<file path="config.mk">
export PLATFORM = sky130hd
export DESIGN_NAME = regfile_scoreboard
export DESIGN_NICKNAME = d
export VERILOG_FILES = /design/src/rtl/regfile_pkg.sv /design/src/rtl/reg_scoreboard.sv /design/src/rtl/regfile_scoreboard.sv
export SDC_FILE = /design/constraint.sdc
export NUM_CORES = 2
export LEC_CHECK = 0
export CAP_MARGIN = 20
export CELL_PAD_IN_SITES_DETAIL_PLACEMENT = 1
export CELL_PAD_IN_SITES_GLOBAL_PLACEMENT = 1
export CORE_MARGIN = 2
export CORE_UTILIZATION = 40
export DETAILED_ROUTE_END_ITERATION = 10
export PLACE_DENSITY_LB_ADDON = 0.1
export SETUP_SLACK_MARGIN = 0.2
export SYNTH_ARGS = -nofsm -noshare
export SYNTH_HDL_FRONTEND = slang
export SYNTH_HIERARCHICAL = 1
export SYNTH_SLANG_ARGS = --single-unit
export TNS_END_PERCENT = 50
</file>
<file path="constraint.sdc">
create_clock -name clk -period 6.8 [get_ports clk]
set_input_delay 1.7 -clock clk [delete_from_list [all_inputs] [get_ports clk]]
set_output_delay 1.7 -clock clk [all_outputs]
set_load 0.02 [all_outputs]
</file>
<file path="src/rtl/regfile_pkg.sv">
// Shared constants for the register file with load scoreboard.
package regfile_pkg;
    localparam int RF_DATA_W   = 32;
    localparam int RF_ADDR_W   = 5;
    localparam int RF_ZERO_IDX = 0;
endpackage

</file>
<file path="src/rtl/reg_scoreboard.sv">
// Busy-bit scoreboard for outstanding loads plus a registered count of busy registers.
module reg_scoreboard
    import regfile_pkg::*;
#(
    parameter int ADDR_W   = RF_ADDR_W,
    parameter int ZERO_REG = 1
) (
    input  logic              clk,
    input  logic              rst,
    input  logic [ADDR_W-1:0] raddr0,
    input  logic [ADDR_W-1:0] raddr1,
    output logic              busy0,
    output logic              busy1,
    input  logic [ADDR_W-1:0] waddr,
    input  logic              wren,
    input  logic [ADDR_W-1:0] ldaddr,
    input  logic              ldwren,
    input  logic [ADDR_W-1:0] iss_addr,
    input  logic              iss_valid,
    output logic [ADDR_W:0]   pend_cnt
);
    localparam int   DEPTH = 1 << ADDR_W;
    localparam logic ZR    = (ZERO_REG != 0);
    localparam logic [ADDR_W-1:0] ZIDX = ADDR_W'(RF_ZERO_IDX);

    logic [DEPTH-1:0] r_busy;
    logic [DEPTH-1:0] w_busy_nxt;
    logic [ADDR_W:0]  r_cnt;
    logic [ADDR_W:0]  w_cnt_nxt;
    logic             w_set;
    logic             w_clr_a;
    logic             w_clr_b;
    logic             w_inc;
    logic             w_dec_a;
    logic             w_dec_b;

    // Qualify set/clear events; the zero register never takes part when hard-wired.
    always_comb begin
        w_set   = iss_valid && !(ZR && (iss_addr == ZIDX));
        w_clr_a = wren      && !(ZR && (waddr    == ZIDX));
        w_clr_b = ldwren    && !(ZR && (ldaddr   == ZIDX));
    end

    // Next busy vector: a write clears its bit, a same-cycle issue to that bit wins.
    always_comb begin
        w_busy_nxt = r_busy;
        for (int i = 0; i < DEPTH; i++) begin
            if (w_set && (iss_addr == ADDR_W'(i))) begin
                w_busy_nxt[i] = 1'b1;
            end else if ((w_clr_a && (waddr == ADDR_W'(i))) ||
                         (w_clr_b && (ldaddr == ADDR_W'(i)))) begin
                w_busy_nxt[i] = 1'b0;
            end else begin
                w_busy_nxt[i] = r_busy[i];
            end
        end
    end

    // Count delta: only real 0->1 and 1->0 transitions move the count. Two distinct
    // write ports can retire two busy registers at once, so a -2 step is possible.
    always_comb begin
        w_inc   = w_set && !r_busy[iss_addr];
        w_dec_a = w_clr_a && r_busy[waddr] && !(w_set && (iss_addr == waddr));
        w_dec_b = w_clr_b && r_busy[ldaddr] && !(w_set && (iss_addr == ldaddr))
                  && !(w_clr_a && (waddr == ldaddr));
        w_cnt_nxt = r_cnt + {{ADDR_W{1'b0}}, w_inc}
                          - {{ADDR_W{1'b0}}, w_dec_a}
                          - {{ADDR_W{1'b0}}, w_dec_b};
    end

    // Busy vector and count registers with synchronous reset.
    always_ff @(posedge clk) begin
        if (rst) begin
            r_busy <= {DEPTH{1'b0}};
            r_cnt  <= {(ADDR_W+1){1'b0}};
        end else begin
            r_busy <= w_busy_nxt;
            r_cnt  <= w_cnt_nxt;
        end
    end

    // Read-side busy: a same-cycle load completion is bypassed, so the reader sees it ready.
    always_comb begin
        busy0 = r_busy[raddr0] && !(ldwren && (ldaddr == raddr0));
        busy1 = r_busy[raddr1] && !(ldwren && (ldaddr == raddr1));
    end

    assign pend_cnt = r_cnt;
endmodule

</file>
<file path="src/rtl/regfile_scoreboard.sv">
// Two-read, two-write register file with write-to-read bypass and a load scoreboard.
module regfile_scoreboard
    import regfile_pkg::*;
#(
    parameter int DATA_W   = RF_DATA_W,
    parameter int ADDR_W   = RF_ADDR_W,
    parameter int ZERO_REG = 1
) (
    input  logic              clk,
    input  logic              rst,
    input  logic [ADDR_W-1:0] raddr0,
    input  logic [ADDR_W-1:0] raddr1,
    output logic [DATA_W-1:0] rdata0,
    output logic [DATA_W-1:0] rdata1,
    output logic              busy0,
    output logic              busy1,
    input  logic [ADDR_W-1:0] waddr,
    input  logic [DATA_W-1:0] wdata,
    input  logic              wren,
    input  logic [ADDR_W-1:0] ldaddr,
    input  logic [DATA_W-1:0] lddata,
    input  logic              ldwren,
    input  logic [ADDR_W-1:0] iss_addr,
    input  logic              iss_valid,
    output logic [ADDR_W:0]   pend_cnt
);
    localparam int   DEPTH = 1 << ADDR_W;
    localparam logic ZR    = (ZERO_REG != 0);
    localparam logic [ADDR_W-1:0] ZIDX = ADDR_W'(RF_ZERO_IDX);

    logic [DATA_W-1:0] r_mem [DEPTH];
    logic              w_wr_a;
    logic              w_wr_b;

    // Writes to the hard-wired zero register are dropped.
    always_comb begin
        w_wr_a = wren   && !(ZR && (waddr  == ZIDX));
        w_wr_b = ldwren && !(ZR && (ldaddr == ZIDX));
    end

    // Data array; port A is written last so it wins an address collision.
    always_ff @(posedge clk) begin
        if (rst) begin
            for (int i = 0; i < DEPTH; i++) begin
                r_mem[i] <= {DATA_W{1'b0}};
            end
        end else begin
            if (w_wr_b) begin
                r_mem[ldaddr] <= lddata;
            end
            if (w_wr_a) begin
                r_mem[waddr] <= wdata;
            end
        end
    end

    // Read port 0: zero register, then port A bypass, then port B bypass, then array.
    always_comb begin
        if (ZR && (raddr0 == ZIDX)) begin
            rdata0 = {DATA_W{1'b0}};
        end else if (wren && (waddr == raddr0)) begin
            rdata0 = wdata;
        end else if (ldwren && (ldaddr == raddr0)) begin
            rdata0 = lddata;
        end else begin
            rdata0 = r_mem[raddr0];
        end
    end

    // Read port 1: same priority as port 0.
    always_comb begin
        if (ZR && (raddr1 == ZIDX)) begin
            rdata1 = {DATA_W{1'b0}};
        end else if (wren && (waddr == raddr1)) begin
            rdata1 = wdata;
        end else if (ldwren && (ldaddr == raddr1)) begin
            rdata1 = lddata;
        end else begin
            rdata1 = r_mem[raddr1];
        end
    end

    reg_scoreboard #(
        .ADDR_W   (ADDR_W),
        .ZERO_REG (ZERO_REG)
    ) u_sb (
        .clk       (clk),
        .rst       (rst),
        .raddr0    (raddr0),
        .raddr1    (raddr1),
        .busy0     (busy0),
        .busy1     (busy1),
        .waddr     (waddr),
        .wren      (wren),
        .ldaddr    (ldaddr),
        .ldwren    (ldwren),
        .iss_addr  (iss_addr),
        .iss_valid (iss_valid),
        .pend_cnt  (pend_cnt)
    );
endmodule

</file>
==> run metrics <==
DR vias/cell=7.36; CP Max Fanout=53; WL final=283 mm; Final Skew=0.00888 ns; Synth cell types=66; Starting DRT DRC Count=6640; GRT Overall Usage=34.3%; WS Path Type=in -> out; largest net degree at the start of global routing=54; clock buffer depth=3; vias in the first global route=49439; num ports=166; post-route setup slack=-0.0445 ns; final setup violation count=1; WP buf/inv=4; unrepaired setup endpoints after global routing=yes; first-pass GRT wire length=391 mm; Slowest-stage cell, CP=nor4_1; CP endpoint kind=output pin; leakage=25.0 nW; switching share of total power=28.0%; Flop pwr share=44.5%; min-delay worst type=reg -> reg; Top FF cell, synth=edfxtp_1; CP Cell Sequence=buf_8 > buf_12 > mux4_2 > a22o_1 > a211oi_1 > buf_4 > nor4_1 > a221o_1 > clkdlybuf4s50_1; Post-synth EDFFs=1024; ys async rst share=0%; Worst Path Arrival=5.14 ns; DRT Pass-1 Iters=5; clock network fraction of total power=38.9%; routed via count=49271; Final Net Count=4638; DRC=0; Placer Congestion=0.894; Tightest Pin Transition=1.21 ns; Crit path max-delay family=buffers and inverters; fmax=0.146 GHz; total of max-cap violations=0; IO Port Bufs=165; Critical Path Start Type=input pin; placed insts=6458; Seq cells post-synth=1062; Gate power share=16.6%; fin crit share=101%; Pwr Density=240 mW/mm^2; Area Growth Syn to Fin=15.4%; Seq/Total Area, Yosys=49.8%; # rows=145; initial core utilization=40.4%; Int Power=12.6 mW; initial antenna violation count=9; WL/cell=42.3 microns; Gate Count Post-Synth=4527; clock-pin slew on the worst setup and hold paths=0.07 ns; H-tree depth=4; worst path required time=5.10 ns; Die Span Y=402 microns; non-filler cells in the finished layout=6697; Final Util=46.6%; Critical Path Max Stage Delay=0.92 ns; global route overflow=0; clk root buf=clkbuf_16; TritonCTS clock tree=yes; CTS buffer count=132; clock sink total=1062; die width=402 microns; Sw Pwr=4.89 mW; failing checks=negative setup slack; worst skew pair latency=0.78 ns; Slew Limit Headroom=19.2%; post-synthesis cell area=0.0632 sq mm; DIE AREA=0.161 sq mm; result of the run=finished with violations; Final ANT Viol Nets=0; Tmin final=6.84 ns; post-synthesis area per instance=14.0 sq um; Max VDD drop=265 uV; Fillers=15189; postcts setup bufs=0; Core Area=0.157 sq mm; total power draw=17.5 mW; yosys warns=6; fraction of layout cells with a size suffix above 1=26.5%; Fin. Hold Viols=0; Slew Limit Fails=0; most frequent cells in the layout=1024 x a22o_1, 1024 x edfxtp_1, 428 x mux4_2, 362 x buf_4, 176 x mux2i_1; Final HPWL DP=180 mm
[final timing paths]
| path | startpoint | endpoint | slack, ns | cells after the start |
|---|---|---|---|---|
| min reg2reg | u_sb/r_busy[13]$_SDFFE_PP0P_ | u_sb/r_busy[13]$_SDFFE_PP0P_ | 0.56 | 2 |
| min | u_sb/r_busy[13]$_SDFFE_PP0P_ | u_sb/r_busy[13]$_SDFFE_PP0P_ | 0.56 | 2 |
| max reg2reg | u_sb/r_busy[7]$_SDFFE_PP0P_ | u_sb/pend_cnt[5]$_SDFF_PP0_ | 3.17 | 16 |
| max | raddr1[1] | rdata1[15] | -0.04 | 9 |
[logic make-up after synthesis]
family	after synthesis	synth area share, %
AO/OA/AOI/OAI	1445	19.9
flip-flops	1062	49.8
multiplexers	759	20.8
buffers and inverters	747	4.89
AND/OR/NAND/NOR	457	3.73
XOR/XNOR	48	0.665
adder cells (fa/ha/maj)	8	0.182
other	1	0.00593
[flip-flops by register name, summed over array words and instances, names as in the netlist]
| name | cells |
|---|---|
| u_sb/pend_cnt | 6 |
| u_sb/r_busy | 32 |
| r_mem | 1024 |
[area by class of cell]
class	instances	area (sq um)	area share, %
Sequential cell	1062	31500	43.2
Multi-Input combinational cell	2749	29400	40.2
Timing Repair Buffer	575	5410	7.42
Clock buffer	168	3580	4.90
Tap cell	2058	2570	3.53
Clock inverter	68	467	0.640
Inverter	16	60.1	0.0823
Antenna cell	1	2.50	0.00343
[layer usage]
metal | global-route usage (%) | share of wire [%] | vias up
li1 | - | - | 19090
met1 | 45.1 | 39 | 26220
met2 | 53.0 | 45 | 3197
met3 | 9.54 | 11 | 762
met4 | 15.5 | 5.0 | 2
met5 | 0 | 0.0035 | -
[through the flow]
stage | TNS (ns) | setup WS (ns) | hold slack [ns] | cell area, sq um
5_1_grt | 0 | 0.128 | 0.575 | 73000
4_1_cts | 0 | 0.0883 | 0.554 | 72900
2_1_floorplan | 0 | 1.49 | 0.485 | 63300
6_report | -0.0445 | -0.0445 | 0.560 | 73000
3_5_place_dp | -0.00650 | -0.00650 | 0.544 | 68900
3_3_place_gp | -0.0315 | -0.0315 | 0.545 | 68700
[power by group through the flow]
| stage | clock network, mW | registers (mW) | logic, mW |
|---|---|---|---|
| 6_report | 6.81 | 7.78 | 2.89 |
| 2_1_floorplan | 0 | 7.84 | 1.62 |
| 3_3_place_gp | 0 | 7.88 | 2.80 |
| 5_1_grt | 7.10 | 7.82 | 2.99 |
| 4_1_cts | 6.87 | 7.78 | 2.84 |
| 3_5_place_dp | 0 | 7.91 | 2.83 |
[Yosys cell counts (12+ instances only)]
cell type	instances	area (sq um)
buf_4	13	97.6
mux2_2	72	811
edfxtp_1	1024	30700
xor2_1	25	219
mux4_2	428	9640
nand2_1	93	349
clkbuf_1	497	1870
a22oi_1	72	541
nor4_1	68	425
dfxtp_1	38	761
mux2_1	83	935
a21oi_1	12	60.1
nor2_1	111	417
a221oi_1	84	736
mux2i_1	176	1760
or3_1	21	131
xnor2_1	23	201
o211a_1	30	300
buf_1	76	285
nor2b_1	16	100
a211oi_1	36	270
and3_1	35	219
nor3_1	37	185
o221ai_1	73	639
a221o_1	62	621
inv_1	15	56.3
a22o_1	1024	8970
buf_2	135	676
[worst reg2reg max path: stages (launching register included)]
cell,delay [ns]
dfxtp_1,0.49
mux4_2,0.30
mux2_2,0.15
o221a_1,0.17
nor2_1,0.04
nor4_1,0.49
fa_1,0.50
inv_1,0.07
ha_1,0.16
ha_1,0.18
inv_1,0.06
fa_1,0.43
inv_1,0.07
a21o_1,0.11
a21oi_1,0.07
xnor2_1,0.16
nor2_1,0.05
[repair_timing]
item                                    in CTS  in global routing
resized for setup                            2                  2
hold buffers                                 0                  0
endpoints found under the setup margin       5                  5
cloned                                       0                  0
(Power assumes the default switching activity.)
